<file path="src/rtl/multicycle_alu_pkg.sv">
`default_nettype none
// ============================================================================
//  Module   : multicycle_alu_pkg
//  Brief    : Shared op encodings, FSM state type and counter sizing for the
//             multicycle ALU.
//  Revision : 1.0  initial release
// ============================================================================
package multicycle_alu_pkg;

  localparam logic [1:0] OP_ADD = 2'b00;
  localparam logic [1:0] OP_SUB = 2'b01;
  localparam logic [1:0] OP_MUL = 2'b10;
  localparam logic [1:0] OP_DIV = 2'b11;

  typedef enum logic [1:0] {
    ST_IDLE = 2'd0,
    ST_CALC = 2'd1,
    ST_DONE = 2'd2
  } state_t;

  // Counter width able to hold the iteration count for a given data width.
  function automatic int cnt_width(input int width);
    return $clog2(width + 1);
  endfunction

  localparam int DEF_DATA_WIDTH = 32;
  localparam int CNT_W          = cnt_width(DEF_DATA_WIDTH);

endpackage : multicycle_alu_pkg
`default_nettype wire

</file>
<file path="src/rtl/multicycle_alu_iter.sv">
`default_nettype none
// ============================================================================
//  Module   : multicycle_alu_iter
//  Brief    : Shared iterative magnitude engine: shift-add multiply and
//             restoring shift-subtract divide, one bit per cycle. The first
//             bit is processed on the start edge directly from the operands.
//  Revision : 1.0  initial release
// ============================================================================
module multicycle_alu_iter
  import multicycle_alu_pkg::*;
#(
  parameter int DATA_WIDTH = 32,
  parameter int EARLY_TERM = 0
) (
  input  logic                      clk,
  input  logic                      rst,
  input  logic                      i_start,
  input  logic                      i_is_mul,
  input  logic [DATA_WIDTH-1:0]     i_a_mag,
  input  logic [DATA_WIDTH-1:0]     i_b_mag,
  output logic                      o_done,
  output logic [2*DATA_WIDTH-1:0]   o_prod,
  output logic [DATA_WIDTH-1:0]     o_quot,
  output logic [DATA_WIDTH-1:0]     o_rem
);

  localparam int c_W     = DATA_WIDTH;
  localparam int c_CNT_W = cnt_width(DATA_WIDTH);

  logic                 r_busy;
  logic                 r_mul;
  logic [c_CNT_W-1:0]   r_cnt;
  // MUL: shifting multiplicand. DIV: divisor in the low half.
  logic [2*c_W-1:0]     r_sh;
  // MUL: product accumulator. DIV: partial remainder in the low half.
  logic [2*c_W-1:0]     r_acc;
  // MUL: remaining multiplier bits. DIV: dividend bits shifting out, quotient in.
  logic [c_W-1:0]       r_mq;

  logic                 w_mul_src;
  logic [2*c_W-1:0]     w_sh_src;
  logic [2*c_W-1:0]     w_acc_src;
  logic [c_W-1:0]       w_mq_src;
  logic [c_W:0]         w_rem_sh;
  logic [c_W-1:0]       w_rem_sub;
  logic                 w_ge;
  logic [2*c_W-1:0]     w_sh_nxt;
  logic [2*c_W-1:0]     w_acc_nxt;
  logic [c_W-1:0]       w_mq_nxt;
  logic                 w_early_hit;

  // On the start edge the step operates on freshly loaded operands.
  assign w_mul_src = i_start ? i_is_mul : r_mul;
  assign w_sh_src  = i_start ? {{c_W{1'b0}}, (i_is_mul ? i_a_mag : i_b_mag)} : r_sh;
  assign w_acc_src = i_start ? '0 : r_acc;
  assign w_mq_src  = i_start ? (i_is_mul ? i_b_mag : i_a_mag) : r_mq;

  assign w_rem_sh  = {w_acc_src[c_W-1:0], w_mq_src[c_W-1]};
  assign w_ge      = (w_rem_sh >= {1'b0, w_sh_src[c_W-1:0]});
  // Only used when w_ge, where the difference always fits in c_W bits.
  assign w_rem_sub = w_rem_sh[c_W-1:0] - w_sh_src[c_W-1:0];

  // One multiply or divide bit step.
  always_comb begin
    w_sh_nxt  = w_sh_src;
    w_acc_nxt = w_acc_src;
    w_mq_nxt  = w_mq_src;
    if (w_mul_src) begin
      w_acc_nxt = w_acc_src + (w_mq_src[0] ? w_sh_src : '0);
      w_sh_nxt  = w_sh_src << 1;
      w_mq_nxt  = w_mq_src >> 1;
    end else begin
      w_acc_nxt = {{c_W{1'b0}}, (w_ge ? w_rem_sub : w_rem_sh[c_W-1:0])};
      w_mq_nxt  = {w_mq_src[c_W-2:0], w_ge};
    end
  end

  if (EARLY_TERM != 0) begin : g_early
    assign w_early_hit = r_mul & (r_mq == '0);
  end else begin : g_no_early
    assign w_early_hit = 1'b0;
  end

  assign o_done = r_busy & ((r_cnt == '0) | w_early_hit);
  assign o_prod = r_acc;
  assign o_quot = r_mq;
  assign o_rem  = r_acc[c_W-1:0];

  // Iteration registers: load plus first step on start, then step until done.
  always_ff @(posedge clk or posedge rst) begin
    if (rst) begin
      r_busy <= 1'b0;
      r_mul  <= 1'b0;
      r_cnt  <= '0;
      r_sh   <= '0;
      r_acc  <= '0;
      r_mq   <= '0;
    end else if (i_start) begin
      r_busy <= 1'b1;
      r_mul  <= i_is_mul;
      r_cnt  <= c_CNT_W'(c_W - 1);
      r_sh   <= w_sh_nxt;
      r_acc  <= w_acc_nxt;
      r_mq   <= w_mq_nxt;
    end else if (r_busy) begin
      if (o_done) begin
        r_busy <= 1'b0;
      end else begin
        r_cnt <= r_cnt - c_CNT_W'(1);
        r_sh  <= w_sh_nxt;
        r_acc <= w_acc_nxt;
        r_mq  <= w_mq_nxt;
      end
    end
  end

endmodule : multicycle_alu_iter
`default_nettype wire

</file>
<file path="src/rtl/multicycle_alu.sv">
`default_nettype none
// ============================================================================
//  Module   : multicycle_alu
//  Brief    : Add/sub/mul/div ALU with signed/unsigned mode, remainder and
//             divide-by-zero flag, valid/ready handshakes on both sides.
//  Revision : 1.0  initial release
// ============================================================================
module multicycle_alu
  import multicycle_alu_pkg::*;
#(
  parameter int DATA_WIDTH = 32,
  parameter int EARLY_TERM = 0
) (
  input  logic                  i_clk,
  input  logic                  i_rst,
  input  logic                  i_valid,
  output logic                  o_ready,
  input  logic [1:0]            i_op,
  input  logic                  i_signed,
  input  logic [DATA_WIDTH-1:0] i_a,
  input  logic [DATA_WIDTH-1:0] i_b,
  output logic                  o_valid,
  input  logic                  i_ready,
  output logic [DATA_WIDTH-1:0] o_q,
  output logic [DATA_WIDTH-1:0] o_r,
  output logic                  o_ovf,
  output logic                  o_zero,
  output logic                  o_dbz
);

  localparam int c_W = DATA_WIDTH;

  state_t             r_state;
  state_t             w_state_nxt;
  logic [1:0]         r_op;
  logic               r_signed;
  logic [c_W-1:0]     r_a;
  logic [c_W-1:0]     r_b;

  logic               w_accept;
  logic               w_iter_op;
  logic               w_iter_done;
  logic [c_W-1:0]     w_a_mag;
  logic [c_W-1:0]     w_b_mag;
  logic [2*c_W-1:0]   w_iter_prod;
  logic [c_W-1:0]     w_iter_quot;
  logic [c_W-1:0]     w_iter_rem;
  logic [c_W:0]       w_sum;
  logic [c_W:0]       w_dif;
  logic               w_neg_q;
  logic               w_neg_r;
  logic [2*c_W-1:0]   w_prod_fix;
  logic [c_W-1:0]     w_quot_fix;
  logic [c_W-1:0]     w_rem_fix;
  logic               w_load;
  logic [c_W-1:0]     w_q;
  logic [c_W-1:0]     w_r;
  logic               w_ovf;
  logic               w_dbz;

  assign w_accept  = i_valid & (r_state == ST_IDLE);
  assign w_iter_op = (i_op == OP_MUL) | (i_op == OP_DIV);
  assign w_a_mag   = (i_signed & i_a[c_W-1]) ? -i_a : i_a;
  assign w_b_mag   = (i_signed & i_b[c_W-1]) ? -i_b : i_b;

  multicycle_alu_iter #(
    .DATA_WIDTH (DATA_WIDTH),
    .EARLY_TERM (EARLY_TERM)
  ) u_iter (
    .clk      (i_clk),
    .rst      (i_rst),
    .i_start  (w_accept & w_iter_op),
    .i_is_mul (i_op == OP_MUL),
    .i_a_mag  (w_a_mag),
    .i_b_mag  (w_b_mag),
    .o_done   (w_iter_done),
    .o_prod   (w_iter_prod),
    .o_quot   (w_iter_quot),
    .o_rem    (w_iter_rem)
  );

  assign w_sum = {1'b0, i_a} + {1'b0, i_b};
  assign w_dif = {1'b0, i_a} - {1'b0, i_b};

  // Quotient/product sign follows operand signs; remainder follows the dividend.
  assign w_neg_q    = r_signed & (r_a[c_W-1] ^ r_b[c_W-1]);
  assign w_neg_r    = r_signed & r_a[c_W-1];
  assign w_prod_fix = w_neg_q ? -w_iter_prod : w_iter_prod;
  assign w_quot_fix = w_neg_q ? -w_iter_quot : w_iter_quot;
  assign w_rem_fix  = w_neg_r ? -w_iter_rem  : w_iter_rem;

  // State register.
  always_ff @(posedge i_clk or posedge i_rst) begin
    if (i_rst) begin
      r_state <= ST_IDLE;
    end else begin
      r_state <= w_state_nxt;
    end
  end

  // Next-state and handshake outputs.
  always_comb begin
    w_state_nxt = r_state;
    o_ready     = 1'b0;
    o_valid     = 1'b0;
    case (r_state)
      ST_IDLE: begin
        o_ready = 1'b1;
        if (i_valid) begin
          w_state_nxt = w_iter_op ? ST_CALC : ST_DONE;
        end
      end
      ST_CALC: begin
        if (w_iter_done) begin
          w_state_nxt = ST_DONE;
        end
      end
      ST_DONE: begin
        o_valid = 1'b1;
        if (i_ready) begin
          w_state_nxt = ST_IDLE;
        end
      end
      default: begin
        w_state_nxt = ST_IDLE;
      end
    endcase
  end

  // Result selection: ADD/SUB straight from the inputs at accept, MUL/DIV
  // from the engine on its final (sign-fix) cycle.
  always_comb begin
    w_load = 1'b0;
    w_q    = '0;
    w_r    = '0;
    w_ovf  = 1'b0;
    w_dbz  = 1'b0;
    if (w_accept && !w_iter_op) begin
      w_load = 1'b1;
      if (i_op == OP_ADD) begin
        w_q   = w_sum[c_W-1:0];
        w_ovf = i_signed ? ((i_a[c_W-1] == i_b[c_W-1]) && (w_sum[c_W-1] != i_a[c_W-1]))
                         : w_sum[c_W];
      end else begin
        w_q   = w_dif[c_W-1:0];
        w_ovf = i_signed ? ((i_a[c_W-1] != i_b[c_W-1]) && (w_dif[c_W-1] != i_a[c_W-1]))
                         : w_dif[c_W];
      end
    end else if ((r_state == ST_CALC) && w_iter_done) begin
      w_load = 1'b1;
      if (r_op == OP_MUL) begin
        w_q   = w_prod_fix[c_W-1:0];
        w_ovf = r_signed ? (w_prod_fix[2*c_W-1:c_W] != {c_W{w_prod_fix[c_W-1]}})
                         : (w_prod_fix[2*c_W-1:c_W] != '0);
      end else if (r_b == '0) begin
        w_q   = '1;
        w_r   = r_a;
        w_dbz = 1'b1;
      end else begin
        w_q   = w_quot_fix;
        w_r   = w_rem_fix;
        w_ovf = r_signed && (r_a == {1'b1, {(c_W-1){1'b0}}}) && (r_b == '1);
      end
    end
  end

  // Operand capture at accept; later input changes are ignored.
  always_ff @(posedge i_clk or posedge i_rst) begin
    if (i_rst) begin
      r_op     <= OP_ADD;
      r_signed <= 1'b0;
      r_a      <= '0;
      r_b      <= '0;
    end else if (w_accept) begin
      r_op     <= i_op;
      r_signed <= i_signed;
      r_a      <= i_a;
      r_b      <= i_b;
    end
  end

  // Output registers, held until the next result is produced.
  always_ff @(posedge i_clk or posedge i_rst) begin
    if (i_rst) begin
      o_q    <= '0;
      o_r    <= '0;
      o_ovf  <= 1'b0;
      o_zero <= 1'b0;
      o_dbz  <= 1'b0;
    end else if (w_load) begin
      o_q    <= w_q;
      o_r    <= w_r;
      o_ovf  <= w_ovf;
      o_zero <= (w_q == '0);
      o_dbz  <= w_dbz;
    end
  end

endmodule : multicycle_alu
`default_nettype wire

</file>
<file path="config.mk">
export PLATFORM = sky130hd
export DESIGN_NAME = multicycle_alu
export DESIGN_NICKNAME = d
export VERILOG_FILES = /design/src/rtl/multicycle_alu_pkg.sv /design/src/rtl/multicycle_alu_iter.sv /design/src/rtl/multicycle_alu.sv
export SDC_FILE = /design/constraint.sdc
export NUM_CORES = 2
export LEC_CHECK = 0
export CAP_MARGIN = 20
export CORE_MARGIN = 2
export CORE_UTILIZATION = 50
export DETAILED_ROUTE_END_ITERATION = 12
export PLACE_DENSITY = 0.8
export SYNTH_ARGS = -nofsm -noshare
export SYNTH_HDL_FRONTEND = slang
export SYNTH_SLANG_ARGS = --single-unit
</file>
<file path="constraint.sdc">
create_clock -name i_clk -period 11.2 [get_ports i_clk]
set_clock_uncertainty 0.1 [all_clocks]
set_input_delay 2.8 -clock i_clk [delete_from_list [all_inputs] [get_ports i_clk]]
set_output_delay 2.8 -clock i_clk [all_outputs]
set_load 0.005 [all_outputs]
</file>
======== Yosys cells after proc, flatten, opt, wreduce, memory -nomap -nowiden ========
Cells that the tools add are included.
storage, ports and cells
  register bits ........................... 304
  latch bits .............................. 0
  memory bits (writable) .................. 0
  ROM bits ................................ 0
  bits of input ports ..................... 71
  output and inout port bits .............. 69
  logic and storage cells ................. 129
  memories ................................ 0
cells by class
  $add $sub $neg .......................... 10
  multiply operators ...................... 0
  divide/modulo/power cells ............... 0
  order comparisons ....................... 1
  equal/unequal tests ..................... 16
  shift-type cells ........................ 0
  multiplexer cells ....................... 61
  bitwise gates (word level) .............. 9
  reductions and logical operators ........ 16
operators with widths
  kind                                               number
  two-way mux 64 bit                                 12
  two-way mux 32 bit                                 21
  negation 32 bit                                    4
  adder 64 bit                                       1
  == test 32 bit (second input constant)             2
  logical NOT 32 bit                                 2
  negation 64 bit                                    1
  adder 32 x 32 -> 33 bit                            1
  greater-or-equal comparator 33 x 32 -> 1 bit       1
  subtractor 32 x 32 -> 33 bit                       1
  inequality test 32 bit                             1
  nonzero test 32 bit                                1
  subtractor 32 bit                                  1
  two-way mux 1 bit                                  20
  two-way mux 6 bit                                  3
  == test 2 bit (second input constant)              4
  two-way mux 2 bit                                  4
  AND 1 bit                                          7
  logical AND 1 bit                                  6
  logical NOT 6 bit                                  1
  inequality test 2 bit (second input constant)      3
  case mux 2 bit (3 select lines)                    1
  subtractor 6 x 1 -> 6 bit (second input constant)  1
  logical NOT 2 bit                                  2
  10 further kinds                                   12

======== Depth between registers and ports, before layout ========
  depth after elaboration ................. 10
  mapped depth ............................ 24
  gate-level depth less buffers ........... 24

======== Modules after synthesis ========
Synthesis repeated with hierarchy kept, for this count alone.
second synthesis, totals
  cells, all modules ...................... 3,803
  area total of the unflattened synthesis .. 29,109.2 um^2
by module, submodules not included
  module               times used  cells each  area an instance (um^2)  seq. area each (um^2)
  multicycle_alu_iter  1           2,003       15,068.2                 4,204.0
  multicycle_alu       1           1,800       14,041.0                 3,403.3

======== Least setup slack after synthesis ========
OpenSTA, ideal clock, no wires.
  path kind ............................... input -> register
  start point ............................. input port i_a[6]
  end point ............................... register u_iter.r_acc[0], in the netlist u_iter.o_prod[0]
  setup time .............................. 83 ps
  data arrival time ....................... 7,885 ps
  data required time ...................... 11,017 ps
  path slack .............................. 3,133 ps
  stages on the path ...................... 21
  path buffers ............................ 1
  cells stage by stage .................... or4_1 nor4_1 nand2b_1 nor4b_1 nor2_1 xnor2_1 nor2_1 a211oi_1 a21oi_1 ha_1 a21o_1 a21o_1 a21o_1 a21o_1 a21o_1 nand2_1 a31oi_1 o31ai_1 clkbuf_1 mux2_2 o21ai_0
on the way
  word-level cells in the longest chain between the ends .. 10
  elaborated cells between the ends (all ways) .. 13
  classes of those cells .................. add/sub: 2; order compare: 1; mux: 10
ends and longest elaborated chain
  element                                                                                   line                                                  source
  start: declaration                                                                        multicycle_alu.sv:20                                  input logic [DATA_WIDTH-1:0] i_a,
  negation 32 bit                                                                           multicycle_alu.sv:63                                  assign w_a_mag = (i_signed & i_a[c_W-1]) ? -i_a : i_a;
  two-way mux 32 bit (*)                                                                    multicycle_alu.sv:63
  two-way mux 32 bit, on equally long branches                                              multicycle_alu_iter.sv:56, multicycle_alu_iter.sv:54
  two-way mux 32 bit / two-way mux 64 bit (equally long branches)                           multicycle_alu_iter.sv:56, multicycle_alu_iter.sv:54
  subtractor 32 bit / greater-or-equal comparator 33 x 32 -> 1 bit (equally long branches)  multicycle_alu_iter.sv:61, multicycle_alu_iter.sv:59
  two-way mux 32 bit (*)                                                                    multicycle_alu_iter.sv:73                             w_acc_nxt = {{c_W{1'b0}}, (w_ge ? w_rem_sub : w_rem_sh[c_W-1:0])};
  two-way mux 64 bit (*)                                                                    multicycle_alu_iter.sv:68                             if (w_mul_src) begin
  two-way mux 64 bit                                                                        multicycle_alu_iter.sv:106                            if (o_done) begin
  two-way mux 64 bit                                                                        multicycle_alu_iter.sv:105                            end else if (r_busy) begin
  two-way mux 64 bit (*)                                                                    multicycle_alu_iter.sv:98                             end else if (i_start) begin
  end signal: assignment                                                                    multicycle_alu_iter.sv:103                            r_acc <= w_acc_nxt;
  end signal: assignment                                                                    multicycle_alu_iter.sv:111                            r_acc <= w_acc_nxt;
  end: declaration                                                                          multicycle_alu_iter.sv:36                             logic [2*c_W-1:0] r_acc;
Every way passes the cells marked *; elsewhere a longest branch is shown, timed or not. The select of a mux whose other input is x is not followed.
A chain may end at the register's enable or synchronous reset.

======== Worst setup path in the final report ========
  start point ............................. input port i_a[7]
  end point ............................... register u_iter.r_acc[63], in the netlist u_iter.o_prod[63]
on the way
  word-level cells in the longest chain between the ends .. 10
ends and longest elaborated chain
  element                 line                        source
  negation 32 bit         multicycle_alu.sv:63
  two-way mux 32 bit (*)  multicycle_alu.sv:63
  two-way mux 32 bit (*)  multicycle_alu_iter.sv:54   assign w_sh_src = i_start ? {{c_W{1'b0}}, (i_is_mul ? i_a_mag : i_b_mag)} : r_sh;
  two-way mux 64 bit (*)  multicycle_alu_iter.sv:54
  two-way mux 64 bit (*)  multicycle_alu_iter.sv:69   w_acc_nxt = w_acc_src + (w_mq_src[0] ? w_sh_src : '0);
  adder 64 bit (*)        multicycle_alu_iter.sv:69
  two-way mux 64 bit (*)  multicycle_alu_iter.sv:68
  two-way mux 64 bit      multicycle_alu_iter.sv:106
  two-way mux 64 bit      multicycle_alu_iter.sv:105
  two-way mux 64 bit (*)  multicycle_alu_iter.sv:98
Marked as above.

==> reports/metrics.cfg <==
[global_routing]
track_usage_pct=36.1
grt_pass1_wl_um=166000
antenna_found_initial=1
grt_max_degree=163
overflow=0
grt_pass1_vias=27300

[critical_path]
r2r-end=u_iter.o_prod[62]
r2r_start=r_state[1]
path_delay_family=simple AND/OR/NAND/NOR gates
slowest_delay_ps=640
end_kind=flop
cpMaxStageDelayCell=or4_1
crit_type=input port to flop
required_ps=11570
arrival_ps=9600
reg2reg_slack_ps=4460
crit_fanout=7
path_buf_inv=2
rr_worst_depth=21
crit_path_start_kind=input port

[placed_design]
gp_congestion=1.03
dp_hpwl_um=81600
post_dp_cell_area_mm2=0.0301
place.port_buffers=139

[synth]
synth-warning-count=0
yosys.area_share.adder_pct=7.76
synth_area_leaders=dfrtp_1 27%, ha_1 7.5%, a21oi_1 7.5%
synth_top_cell_by_area=dfrtp_1
synth_top_family_by_area=compound AO/OA/AOI/OAI gates
synth_edf_count=0
syn_inst=3807
avgSynthCellArea_um2=7.43
synthesis.nets=4051
yosys.area_share.xor_xnor_pct=8.71
async_flop_share_pct=100
synth-seq-cells=304
muxShareOfSynthArea_pct=0.894
synth_top_area_share_pct=26.9
synth.distinct_cells=93
ys_seq_area_share_pct=26.9
synth_top_flop_cell=dfrtp_1
synth.top_cells.by_count=555 x nand2_1, 422 x a21oi_1, 383 x nor2_1
synth_area_mm2=0.0283
synth-simple-area-share_pct=23.3
synth-compound-area-share_pct=27.0
yosys.cell_count.top_type=nand2_1

[power_and_ir_drop]
sw_frac_of_total_pct=50.8
combPwrFrac_pct=62.1
max-vdd-ir-drop_mv=0.168
p_seq_share_pct=23.7
p_switching_w=0.00450
clkPwrFrac_pct=14.2
p_int_w=0.00437
power_density_mw_per_mm2=283
power_leakage_nw=13.8

[hold_path]
hold_path_class=flop to flop
worstHoldEndpoint=o_q[25]
holdPathStages=1
min-delay-start=o_q[25]

[floorplanning]
die_w_um=242
rows=87
core_mm2=0.0562
initial_core_util_pct=50.3
io_pins=140
design.die.area_mm2=0.0585
die_y_um=242

[sta]
worst_pin_slew_ps=1010
slew_viol_final=0
min_period_over_period_pct=82.4
setup_viol_count_final=0
finalCriticalPeriod_ps=9230
rsz0062_at_grt=false
fmax_ghz=0.108
finalHoldViolCount=0
finalSetupTns_ps=0
max-slew-margin-rel_pct=32.6

[layout]
drive_gt1_share_pct=5.00
finalNetCount=4059
design_area_mm2=0.0314
area_growth_pct=11.0

[clock_tree]
cts_tree=built
h-tree-depth=2
insertion_delay_ps=580
clk_pin_slew_ps=60
cts_buffers=38
cts_sinks=304
cts_setup_buffers=0
clockBufferDepth=3
post_cts_resize_count=0
cts_root_buffer=clkbuf_16
hold_buffers=0

[detailed_routing]
drcViolationCount=0
vias=30000
postRouteAntennaNets=0
routed_wl_um=109000
viasPerCell=6.53
drt_iter0_markers=4316
dr.pass1.iters=6
wl_per_cell_um=23.7

[run]
drv_cap=0

[outcome]
status=finished clean

cells by family (layout without fill, tap and decap cells):
group / Yosys count / in the layout
mux: 25 / 25
buf+inv: 356 / 390
simple gates: 1426 / 1426
flops: 304 / 304
fa+ha+maj: 173 / 173
compound gates: 1242 / 1242
other cells: 0 / 2
xor+xnor: 281 / 281
worst max-delay path by stage:
stage | startpoint | endpoint | slack, ps | cells past startpoint
floorplan | i_a[6] | u_iter.o_prod[0] | 3130 | 21
global placement | i_a[6] | u_iter.o_prod[62] | 1600 | 24
detailed placement | i_a[6] | u_iter.o_prod[62] | 1560 | 24
CTS | i_a[6] | u_iter.o_prod[63] | 2130 | 25
global route | i_b[2] | u_iter.o_prod[63] | 1440 | 23
finish | i_a[7] | u_iter.o_prod[63] | 1970 | 25
flip-flops by register name (all words and copies together) (netlist names):
signal / count
o_dbz: 1
o_ovf: 1
o_q: 32
o_r: 32
o_zero: 1
r_a: 32
r_b: 32
r_op: 2
r_signed: 1
r_state: 2
u_iter.o_prod: 64
u_iter.o_quot: 32
u_iter.r_busy: 1
u_iter.r_cnt: 6
u_iter.r_mul: 1
u_iter.r_sh: 64
cells in the final DEF, fill, tap and decap left out, types with 9 or more instances in the layout:
| cell | instances |
|---|---|
| nand2_1 | 552 |
| a21oi_1 | 420 |
| nor2_1 | 377 |
| o21ai_0 | 318 |
| dfrtp_1 | 304 |
| ha_1 | 169 |
| xnor2_1 | 159 |
| clkdlybuf4s50_1 | 139 |
| xor2_1 | 122 |
| inv_1 | 112 |
| a21o_1 | 92 |
| buf_4 | 70 |
| nor3_1 | 68 |
| nand3_1 | 63 |
| and2_1 | 62 |
| a211oi_1 | 56 |
| nor4_1 | 50 |
| and3_1 | 49 |
| a31oi_1 | 44 |
| clkbuf_16 | 39 |
| o22ai_1 | 35 |
| nand4_1 | 33 |
| nand2b_1 | 31 |
| o211ai_1 | 28 |
| o21bai_1 | 27 |
| or3_1 | 26 |
| mux2i_1 | 23 |
| o41ai_1 | 22 |
| o31ai_1 | 22 |
| o21a_1 | 21 |
| nor2b_1 | 20 |
| or4_1 | 19 |
| a221oi_1 | 18 |
| a22oi_1 | 15 |
| o221ai_1 | 12 |
| and4_1 | 10 |
| a41oi_1 | 10 |
| a22o_1 | 10 |
| a221o_1 | 9 |
power by group through the flow:
stage	Sequential, W	Combinational [W]	Clock, W
after floorplan	0.00184	0.00400	0
after CTS	0.00206	0.00536	0.00126
final	0.00210	0.00551	0.00126
after global placement	0.00207	0.00526	0
after global routing	0.00214	0.00601	0.00131
after detailed placement	0.00208	0.00532	0
layer usage:
layer  track usage [%]  share of wire, %  wire (um)  up-vias
met4              15.7               5.1       5530        0
met2              51.6                41      44500     1876
li1                  -                 -          -    13600
met1              51.5                41      44500    14200
met5                 0                 0          0        -
met3              8.79                13      14300      289
metrics by stage:
| step | std cells | power [W] | utilization (%) | worst slack [ps] | hold slack (ps) |
|---|---|---|---|---|---|
| floorplan | 3807 | 0.00584 | - | 3130 | 345 |
| global placement | 4531 | 0.00733 | 53.7 | 1600 | 351 |
| detailed placement | 4531 | 0.00739 | 53.7 | 1560 | 365 |
| CTS | 4597 | 0.00868 | 55.9 | 2130 | 379 |
| global route | 4597 | 0.00945 | 55.9 | 1440 | 395 |
| finish | 4599 | 0.00887 | 55.9 | 1970 | 375 |
area by class of cell:
cell class	instances	area, um^2
Fill cell	5302	24800
Multi-Input combinational cell	3147	19200
Sequential cell	304	7610
Timing Repair Buffer	210	1940
Clock buffer	50	1080
Tap cell	756	946
Inverter	114	432
Clock inverter	16	158
Antenna cell	2	5.00
(Power assumes the default switching activity.)
